**config.mk**
```make
export PLATFORM = sky130hd
export DESIGN_NAME = uart_tx_arbiter
export DESIGN_NICKNAME = d
export VERILOG_FILES = /design/src/rtl/uart_tx_arbiter.sv
export SDC_FILE = /design/constraint.sdc
export NUM_CORES = 1
export LEC_CHECK = 0
export CELL_PAD_IN_SITES_DETAIL_PLACEMENT = 1
export CELL_PAD_IN_SITES_GLOBAL_PLACEMENT = 2
export CORE_UTILIZATION = 18
export CTS_CLUSTER_DIAMETER = 120
export DETAILED_ROUTE_END_ITERATION = 16
export PLACE_DENSITY_LB_ADDON = 0.1
export SYNTH_ARGS = -nofsm -noshare
export SYNTH_HDL_FRONTEND = slang
export SYNTH_SLANG_ARGS = --single-unit
```
**constraint.sdc**
```tcl
create_clock -name clk -period 2.11 [get_ports clk]
set_clock_uncertainty 0.2 [all_clocks]
set_input_delay 0.211 -clock clk [delete_from_list [all_inputs] [get_ports clk]]
set_output_delay 0.211 -clock clk [all_outputs]
set_load 0.05 [all_outputs]
```
**src/rtl/uart_tx_arbiter.sv**
```systemverilog
// ---------------------------------------------------------------------------
// uart_tx_arbiter
//
// Shares a single UART transmitter among REQ_ byte-stream requesters. The
// arbiter picks one requester in round-robin order and locks the grant to it
// for the whole packet, so bytes from different packets never interleave on
// the tx side. While a packet is in progress the owner's valid/data/ready are
// passed straight through with zero latency.
//
// Optional feature (compile-time macro UART_ARB_TIMEOUT_EN):
//   When defined, an owner that stops presenting bytes for TIMEOUT_ cycles
//   loses the grant and a one-cycle abort pulse is produced. When undefined,
//   no stall counter exists and abort is tied low.
//
// Parameters:
//   REQ_      number of requesters (2..8)
//   DATA_     byte width
//   TIMEOUT_  stall limit in cycles (>= 2), timeout build only
//
// Ports:
//   clk        clock
//   rst_       synchronous active-high reset
//   req_valid  per-requester byte valid
//   req_data   requester i byte at [i*DATA_ +: DATA_]
//   req_last   byte is the last one of its packet
//   req_ready  byte accepted (only ever set for the owner)
//   tx_valid   byte valid toward the UART TX buffer
//   tx_data    byte toward the UART (0 when tx_valid is low)
//   tx_ready   UART TX buffer can take a byte
//   grant      one-hot owner, all-zero when idle
//   busy       a packet is in progress
//   abort      one-cycle pulse when a stalled packet is dropped
// ---------------------------------------------------------------------------
module uart_tx_arbiter #(
    parameter int REQ_     = 4,
    parameter int DATA_    = 8,
    parameter int TIMEOUT_ = 1024
) (
    input  logic                  clk,
    input  logic                  rst_,
    input  logic [REQ_-1:0]       req_valid,
    input  logic [REQ_*DATA_-1:0] req_data,
    input  logic [REQ_-1:0]       req_last,
    output logic [REQ_-1:0]       req_ready,
    output logic                  tx_valid,
    output logic [DATA_-1:0]      tx_data,
    input  logic                  tx_ready,
    output logic [REQ_-1:0]       grant,
    output logic                  busy,
    output logic                  abort
);

    localparam int PTR_W = (REQ_ > 1) ? $clog2(REQ_) : 1;

    typedef enum logic {
        IDLE = 1'b0,
        XFER = 1'b1
    } state_t;

    state_t            state_reg, state_next;
    logic [PTR_W-1:0]  ptr_reg, ptr_next;
    logic [PTR_W-1:0]  g_reg, g_next;
    logic [REQ_-1:0]   grant_reg, grant_next;

    // Unpacked view of the flat request data bus.
    logic [DATA_-1:0]  req_bytes [REQ_];

    // Round-robin selection signals.
    logic [REQ_-1:0]   hi_mask;      // requesters at index >= ptr
    logic [REQ_-1:0]   hi_req;
    logic [REQ_-1:0]   hi_first;     // lowest requester at or above ptr
    logic [REQ_-1:0]   lo_first;     // lowest requester overall (wrap case)
    logic [REQ_-1:0]   pick_onehot;
    logic [PTR_W-1:0]  pick_idx;
    logic [REQ_-1:0]   idx_col [PTR_W];

    logic              owner_valid;
    logic              owner_last;
    logic              handshake;
    logic [PTR_W-1:0]  g_inc;

    assign owner_valid = req_valid[g_reg];
    assign owner_last  = req_last[g_reg];
    assign g_inc       = (g_reg == PTR_W'(REQ_ - 1)) ? '0 : g_reg + PTR_W'(1);

    // -----------------------------------------------------------------------
    // Per-requester slices: data unpacking, ready fan-out and the round-robin
    // "first set bit" search. Searching the requesters at or above ptr first
    // and falling back to the lowest requester overall gives the wrap-around
    // order ptr, ptr+1, ..., REQ_-1, 0, ..., ptr-1 without a rotator.
    // -----------------------------------------------------------------------
    genvar gi;
    genvar gb;
    generate
        for (gi = 0; gi < REQ_; gi++) begin : g_req
            localparam logic [REQ_-1:0] BELOW = REQ_'((1 << gi) - 1);

            assign req_bytes[gi] = req_data[gi*DATA_ +: DATA_];
            assign req_ready[gi] = (state_reg == XFER) && (g_reg == PTR_W'(gi)) && tx_ready;

            assign hi_mask[gi]  = (PTR_W'(gi) >= ptr_reg);
            assign hi_first[gi] = hi_req[gi] & ~(|(hi_req & BELOW));
            assign lo_first[gi] = req_valid[gi] & ~(|(req_valid & BELOW));

            // Binary encode the one-hot pick: column gb collects the requesters
            // whose index has bit gb set.
            for (gb = 0; gb < PTR_W; gb++) begin : g_bit
                if (((gi >> gb) & 1) == 1) begin : g_set
                    assign idx_col[gb][gi] = pick_onehot[gi];
                end else begin : g_clr
                    assign idx_col[gb][gi] = 1'b0;
                end
            end
        end

        for (gb = 0; gb < PTR_W; gb++) begin : g_enc
            assign pick_idx[gb] = |idx_col[gb];
        end
    endgenerate

    assign hi_req      = req_valid & hi_mask;
    assign pick_onehot = (|hi_req) ? hi_first : lo_first;

    assign handshake   = (state_reg == XFER) && owner_valid && tx_ready;

`ifdef UART_ARB_TIMEOUT_EN
    localparam int CNT_W = (TIMEOUT_ > 2) ? $clog2(TIMEOUT_) : 1;
    localparam logic [CNT_W-1:0] CNT_MAX = CNT_W'(TIMEOUT_ - 1);

    logic [CNT_W-1:0] cnt_reg, cnt_next;
    logic             abort_reg, abort_next;
`endif

    // -----------------------------------------------------------------------
    // Next-state and output logic.
    // -----------------------------------------------------------------------
    always_comb begin
        state_next = state_reg;
        ptr_next   = ptr_reg;
        g_next     = g_reg;
        grant_next = grant_reg;
        tx_valid   = 1'b0;
        tx_data    = '0;
`ifdef UART_ARB_TIMEOUT_EN
        cnt_next   = cnt_reg;
        abort_next = 1'b0;
`endif

        case (state_reg)
            IDLE: begin
`ifdef UART_ARB_TIMEOUT_EN
                cnt_next = '0;
`endif
                if (|req_valid) begin
                    state_next = XFER;
                    g_next     = pick_idx;
                    grant_next = pick_onehot;
                end
            end

            XFER: begin
                tx_valid = owner_valid;
                tx_data  = owner_valid ? req_bytes[g_reg] : '0;

                if (handshake) begin
`ifdef UART_ARB_TIMEOUT_EN
                    cnt_next = '0;
`endif
                    if (owner_last) begin
                        state_next = IDLE;
                        ptr_next   = g_inc;
                        grant_next = '0;
                    end
                end
`ifdef UART_ARB_TIMEOUT_EN
                // Only an absent owner counts as a stall; a busy UART
                // (tx_ready low with a byte pending) never times out.
                else if (!owner_valid) begin
                    if (cnt_reg == CNT_MAX) begin
                        state_next = IDLE;
                        ptr_next   = g_inc;
                        grant_next = '0;
                        abort_next = 1'b1;
                        cnt_next   = '0;
                    end else begin
                        cnt_next = cnt_reg + CNT_W'(1);
                    end
                end
`endif
            end

            default: begin
                state_next = IDLE;
                grant_next = '0;
            end
        endcase
    end

    // -----------------------------------------------------------------------
    // State registers. A reset in the middle of a packet just drops it; no
    // abort pulse is produced.
    // -----------------------------------------------------------------------
    always_ff @(posedge clk) begin
        if (rst_) begin
            state_reg <= IDLE;
            ptr_reg   <= '0;
            g_reg     <= '0;
            grant_reg <= '0;
        end else begin
            state_reg <= state_next;
            ptr_reg   <= ptr_next;
            g_reg     <= g_next;
            grant_reg <= grant_next;
        end
    end

`ifdef UART_ARB_TIMEOUT_EN
    always_ff @(posedge clk) begin
        if (rst_) begin
            cnt_reg   <= '0;
            abort_reg <= 1'b0;
        end else begin
            cnt_reg   <= cnt_next;
            abort_reg <= abort_next;
        end
    end

    assign abort = abort_reg;
`else
    assign abort = 1'b0;
`endif

    assign grant = grant_reg;
    assign busy  = (state_reg == XFER);

endmodule

```
==> metrics.txt <==
# TYPE chip_impl_metric gauge
chip_impl_metric{name="dp_area",unit="µm²"} 1590
chip_impl_metric{name="avgRoutedWirePerCell",unit="µm"} 15.5
chip_impl_metric{name="dr_total_vias",unit=""} 1026
chip_impl_info{name="rsz0062_at_grt",value="false"} 1
chip_impl_metric{name="reported_leakage_power",unit="nW"} 0.681
chip_impl_metric{name="syn-mean-instance-area",unit="µm²"} 9.35
chip_impl_metric{name="ant_diodes",unit=""} 0
chip_impl_metric{name="min_period_over_period",unit="%"} 97.1
chip_impl_metric{name="switching_share",unit="%"} 34.1
chip_impl_metric{name="worst_setup_hold_path_clk_slew",unit="ns"} 0.05
chip_impl_metric{name="gp_routability_congestion",unit=""} 0.846
chip_impl_metric{name="hold_ws",unit="ns"} 0.260
chip_impl_metric{name="worstMarginPinSlew",unit="ns"} 0.496
chip_impl_metric{name="cts.htree.levels",unit=""} 1
chip_impl_metric{name="area.growth.synth_to_final",unit="%"} 89.8
chip_impl_metric{name="vias_per_cell",unit=""} 4.77
chip_impl_metric{name="route.final.wire_length",unit="µm"} 3330
chip_impl_metric{name="minimum_clock_period_after_layout",unit="ns"} 2.05
chip_impl_metric{name="cp.arrival",unit="ns"} 1.64
chip_impl_metric{name="remaining_drc_errors",unit=""} 0
chip_impl_metric{name="globalRouteMet2Util",unit="%"} 25.0
chip_impl_metric{name="number_of_antenna_violations_at_the_first_check_in_global_routing",unit=""} 0
chip_impl_metric{name="initial_utilization",unit="%"} 19.3
chip_impl_info{name="mostFrequentLayoutCell",value="sky130_fd_sc_hd__clkdlybuf4s50_1"} 1
chip_impl_info{name="clk_root_buffer_cell",value="sky130_fd_sc_hd__clkbuf_8"} 1
chip_impl_info{name="hp-class",value="flop to flop"} 1
chip_impl_metric{name="synth.net_count",unit=""} 140
chip_impl_metric{name="critPathMaxFanout",unit=""} 10
chip_impl_metric{name="placed_cells_incl_taps",unit=""} 210
chip_impl_metric{name="maxCapViolations",unit=""} 0
chip_impl_metric{name="coreArea",unit="µm²"} 4500
chip_impl_metric{name="slew_violations",unit=""} 0
chip_impl_metric{name="largest_register_ff_count",unit=""} 4
chip_impl_metric{name="detail_route.iter0.violations",unit=""} 36
chip_impl_metric{name="ys_seq_area_share",unit="%"} 20.7
chip_impl_metric{name="dpl.hpwl",unit="µm"} 2750
chip_impl_metric{name="crit_required",unit="ns"} 1.70
chip_impl_metric{name="setup-tns-final",unit="ns"} 0
chip_impl_metric{name="insertion_delay",unit="ns"} 0.24
chip_impl_metric{name="buffer_ports.inserted",unit=""} 60
chip_impl_info{name="setup.worst_path.class",value="input pin to output port"} 1
chip_impl_metric{name="dp_worst_setup_slack",unit="ns"} 0.00883
chip_impl_metric{name="worst_slew_margin_relative_to_its_limit",unit="%"} 66.8
chip_impl_metric{name="dieArea",unit="µm²"} 5110
chip_impl_metric{name="gr-usage-all-layers",unit="%"} 13.8
chip_impl_metric{name="cts_hold_buffers",unit=""} 0
chip_impl_metric{name="final_layout_size_suffix_gt1_share",unit="%"} 27.0
chip_impl_metric{name="post-layout-total-power",unit="mW"} 0.757
chip_impl_metric{name="finalInstanceArea",unit="µm²"} 1650
chip_impl_metric{name="die_y",unit="µm"} 71.5
chip_impl_metric{name="irDropWorstVdd",unit="mV"} 0.167
chip_impl_metric{name="layout.cells.non_filler",unit=""} 215
chip_impl_metric{name="grt_max_degree",unit=""} 11
chip_impl_metric{name="grt.overflow.total",unit=""} 0
chip_impl_metric{name="clock_power_share",unit="%"} 27.4
chip_impl_info{name="outcome",value="finished clean"} 1
chip_impl_info{name="startpoint_type",value="input pin"} 1
chip_impl_metric{name="num_rows",unit=""} 24
chip_impl_metric{name="grt_pass1_wl",unit="µm"} 5480
chip_impl_metric{name="synth.lib_cells_used.distinct",unit=""} 37
chip_impl_metric{name="ys_seq_elements",unit=""} 9
chip_impl_info{name="clock_tree_from_tritoncts",value="built"} 1
chip_impl_metric{name="switchingPower",unit="mW"} 0.258
chip_impl_metric{name="seq_power_share",unit="%"} 25.0
chip_impl_metric{name="fin_ws",unit="ns"} 0.0602
chip_impl_metric{name="fp.dieW",unit="µm"} 71.5
chip_impl_info{name="grt.busiest_layer",value="met2"} 1
chip_impl_metric{name="utilization",unit="%"} 36.6
chip_impl_metric{name="post_layout_net_count",unit=""} 211
chip_impl_metric{name="share_comb_of_total_power",unit="%"} 47.6
chip_impl_metric{name="cts-buffers-inserted",unit=""} 3
chip_impl_info{name="crit_path_end_kind",value="output port"} 1
chip_impl_metric{name="max_clock_freq",unit="MHz"} 488
chip_impl_metric{name="postRouteAntennaNets",unit=""} 0
chip_impl_metric{name="drt-pass1-iter-count",unit=""} 4
chip_impl_metric{name="ys.warnings.count",unit=""} 0
chip_impl_metric{name="synthCells",unit=""} 93
chip_impl_info{name="layout.cells.most_common_list",value="46 x sky130_fd_sc_hd__clkdlybuf4s50_1, 25 x sky130_fd_sc_hd__buf_4, 12 x sky130_fd_sc_hd__and3_1"} 1
chip_impl_metric{name="clock_sink_count",unit=""} 9
chip_impl_metric{name="grtUsageMet3",unit="%"} 2.81
chip_impl_metric{name="power_dens_cells",unit="nW/µm²"} 459
chip_impl_metric{name="boundaryPins",unit=""} 62
chip_impl_metric{name="setup_viol",unit=""} 0
chip_impl_metric{name="grt_use_met1",unit="%"} 15.8
chip_impl_metric{name="final_hold_viol_count",unit=""} 0
chip_impl_metric{name="first_global_vias",unit=""} 1156
chip_impl_metric{name="max-clock-path-buffers",unit=""} 2
chip_impl_metric{name="netlist_area_before_placement",unit="µm²"} 870
chip_impl_metric{name="power_report.internal_total",unit="mW"} 0.499
cell type report:
cell class / instances / area (µm²)
tap: 52 / 65.1
fill: 523 / 2850
timing repair buffer: 75 / 719
clock buffer: 4 / 45.0
sequential: 9 / 184
inverter: 5 / 18.8
multi-input combinational: 70 / 618
Yosys cell counts, drive strengths merged:
master   instances  area share (%)
a211oi           1             1.4
a21o             1            0.86
a21oi            5             2.9
a311oi           2             2.0
a31oi            1            0.72
a32o             1             1.2
and3            12             8.6
buf              6             4.3
clkbuf           3             1.3
conb             1            0.43
dfxtp            9              21
ha               4             5.8
inv              5             2.2
mux2i            2             2.3
mux4             9              24
nand2            2            0.86
nand2b           3             2.2
nand3            2             1.2
nand3b           1            0.86
nand4            1            0.72
nor2             5             2.2
nor2b            2             1.4
nor3             1            0.57
o2111ai          1             1.0
o211ai           2             1.7
o21ai            3             1.7
o21bai           1            0.86
o221ai           1             1.0
o22a             1             1.0
o22ai            2             1.4
o2bb2ai          2             2.0
or4              1            0.86
what timing repair did:
action | in CTS | in global routing
setup buffers | 1 | 0
gates resized for setup | 2 | 2
endpoints found under the setup margin | 9 | 1
critical path: stages:
cell	delay (ns)
sky130_fd_sc_hd__clkdlybuf4s50_1	0.42
sky130_fd_sc_hd__mux4_2	0.60
sky130_fd_sc_hd__and3_1	0.22
sky130_fd_sc_hd__buf_4	0.18
layer usage:
layer  wire, µm  vias to the layer above
met5          0                        -
met4         91                        0
met3        180                        9
met2       1600                       34
met1       1450                      482
li1           -                      501
power by group through the flow:
stage | logic, mW | registers, mW | clock network (mW)
2_1_floorplan | 0.177 | 0.206 | 0
3_3_place_gp | 0.353 | 0.192 | 0
3_5_place_dp | 0.359 | 0.192 | 0
4_1_cts | 0.363 | 0.189 | 0.212
5_1_grt | 0.388 | 0.190 | 0.217
6_report | 0.361 | 0.189 | 0.207
path summary, 6_finish.rpt:
check	endpoint	slack (ns)	from	cells past startpoint
max	tx_data[2]	0.06	req_valid[3]	4
min	grant[2]	0.26	grant[2]	1
max reg2reg	ptr_reg[0]	0.20	g_reg[1]	6
min reg2reg	grant[2]	0.26	grant[2]	1
cell families after synthesis:
logic type | Yosys count | synth area share, %
AOI/OAI and AO/OA | 24 | 19.9
adders and majority gates | 4 | 5.76
buffers and inverters | 14 | 7.77
DFF | 9 | 20.7
muxes | 11 | 26.0
other | 1 | 0.431
and+or+nand+nor | 30 | 19.4
(Power assumes the default switching activity.)
==> patch: new RTL, config.mk and constraints unchanged <==
Set the parameter `DATA_` to 9 (it was 8).
--- a/src/rtl/uart_tx_arbiter.sv
+++ b/src/rtl/uart_tx_arbiter.sv
@@ -34,5 +34,5 @@
 module uart_tx_arbiter #(
     parameter int REQ_     = 4,
-    parameter int DATA_    = 8,
+    parameter int DATA_    = 9,
     parameter int TIMEOUT_ = 1024
 ) (
Ports: changed (resized req_data and tx_data); port bits go from 62 to 67. The function was not compared with the original's and may differ.
==> patch against the original RTL <==
Sequential cell count stayed put; setup slack worse by 15 ps; sequential share of layout area is 0.91 points lower; power is 3.8% higher; core utilization is 1.2 points higher; cell area is 8.9% higher; non-clock buffer count is 6 higher; cell count is 11% higher; combinational power is 9.7% higher; die area is 3.1% higher; area after synthesis is 3.2% higher; worst hold slack worse by 6.0 ps; global-route usage is 0.17 points higher; routed wire length is 15% higher; highest routed layer unchanged.
==> patch: results (changes against the original RTL) <==
detailed placement HPWL 2980 um (+8.4%); routed vias 1101 (+7.3%); CTS Buf Count 3 (unchanged); Synth Area in Adders 0.0558 (-0.00177); Final Critical Period 2070 ps (+15.2 ps); RR Startpoint g_reg[0]; pwr dens 437 nW/um2 (-4.6%); min-delay src grant[1]; mux share of post-synthesis cell area 0.278 (+0.0171); Port Buffers 65 (+8.3%); final WL 3840 um (+15%); Tot GR Track Use 0.140 (+0.00166); number of global-route vias before repair 1099 (-4.9%); Hold EP grant[1]; fraction of the mapped netlist area in compound gates 0.192 (-0.00609); global-route wire length before repair 5550 um (+1.4%); Fill cells 560 (+7.1%); Placement Setup Slack -2.32 ps (-11.2 ps); largest net degree at the start of global routing 20 (+9); largest cells by area after synthesis mux4_2 (23%), dfxtp_1 (20%), and3_1 (9.1%); clock power share 0.253 (-0.021); Max IR drop VDD 0.254 mV (+52%); crit path launch req_valid[2]; Synth top cells by count and3_1 (13), dfxtp_1 (9), mux4_2 (9), a21oi_1 (5), nor2_1 (5); leakage 0.740 nW (+8.6%); post-CTS sizing 3 (+1); status finished, final reports clean; Tightest Pin Transition 501 ps (+4.61 ps); reg2reg setup slack 230 ps (+30 ps); Iter 0 DRT Violations 41 (+14%); Worst-Skew Late Latency 230 ps; nets 224 (+6.2%); Placed Area 1690 um2 (+6.0%); endpoint of the worst setup timing path tx_data[1]; GP Congestion 0.806 (-4.7%); Seq/Total Area, Yosys 0.201 (-0.00636); Net Count, Synth 146 (+4.3%); root buffer cell clkbuf_8; share of cells above drive strength 1 0.273 (+0.00332); NetSw 0.000267 W (+3.4%)
-- patch: cell count changes after synthesis --
cell / unedited run / this run
and3_1: 12 / 13
buf_2: 3 / 2
clkbuf_1: 3 / 4
mux4_2: 8 / 9
-- patch: routing by layer --
layer / up-vias / share of wire / GRT usage
met5: - / 0 / 0
met1: 536 / 0.45 / 0.158
met2: 34 / 0.51 / 0.272
li1: 529 / - / -
met4: 0 / 0.0044 / 0.0392
met3: 2 / 0.041 / 0.0166
-- patch: metrics by stage --
stage	instances	hold slack (ps)	setup TNS (ps)
after CTS	237	262	0
after global routing	239	294	0
final	239	254	0
after detailed placement	232	246	-2.32
after global placement	232	247	0
after floorplan	95	166	0
-- patch: area by class of cell --
type | count | area [um2] | share of cell area
Multi-Input combinational cell | 73 | 673 | 0.375
Timing Repair Buffer | 81 | 792 | 0.441
Sequential cell | 9 | 184 | 0.102
Tap cell | 67 | 83.8 | 0.0467
Inverter | 5 | 18.8 | 0.0104
Clock buffer | 4 | 45.0 | 0.0251
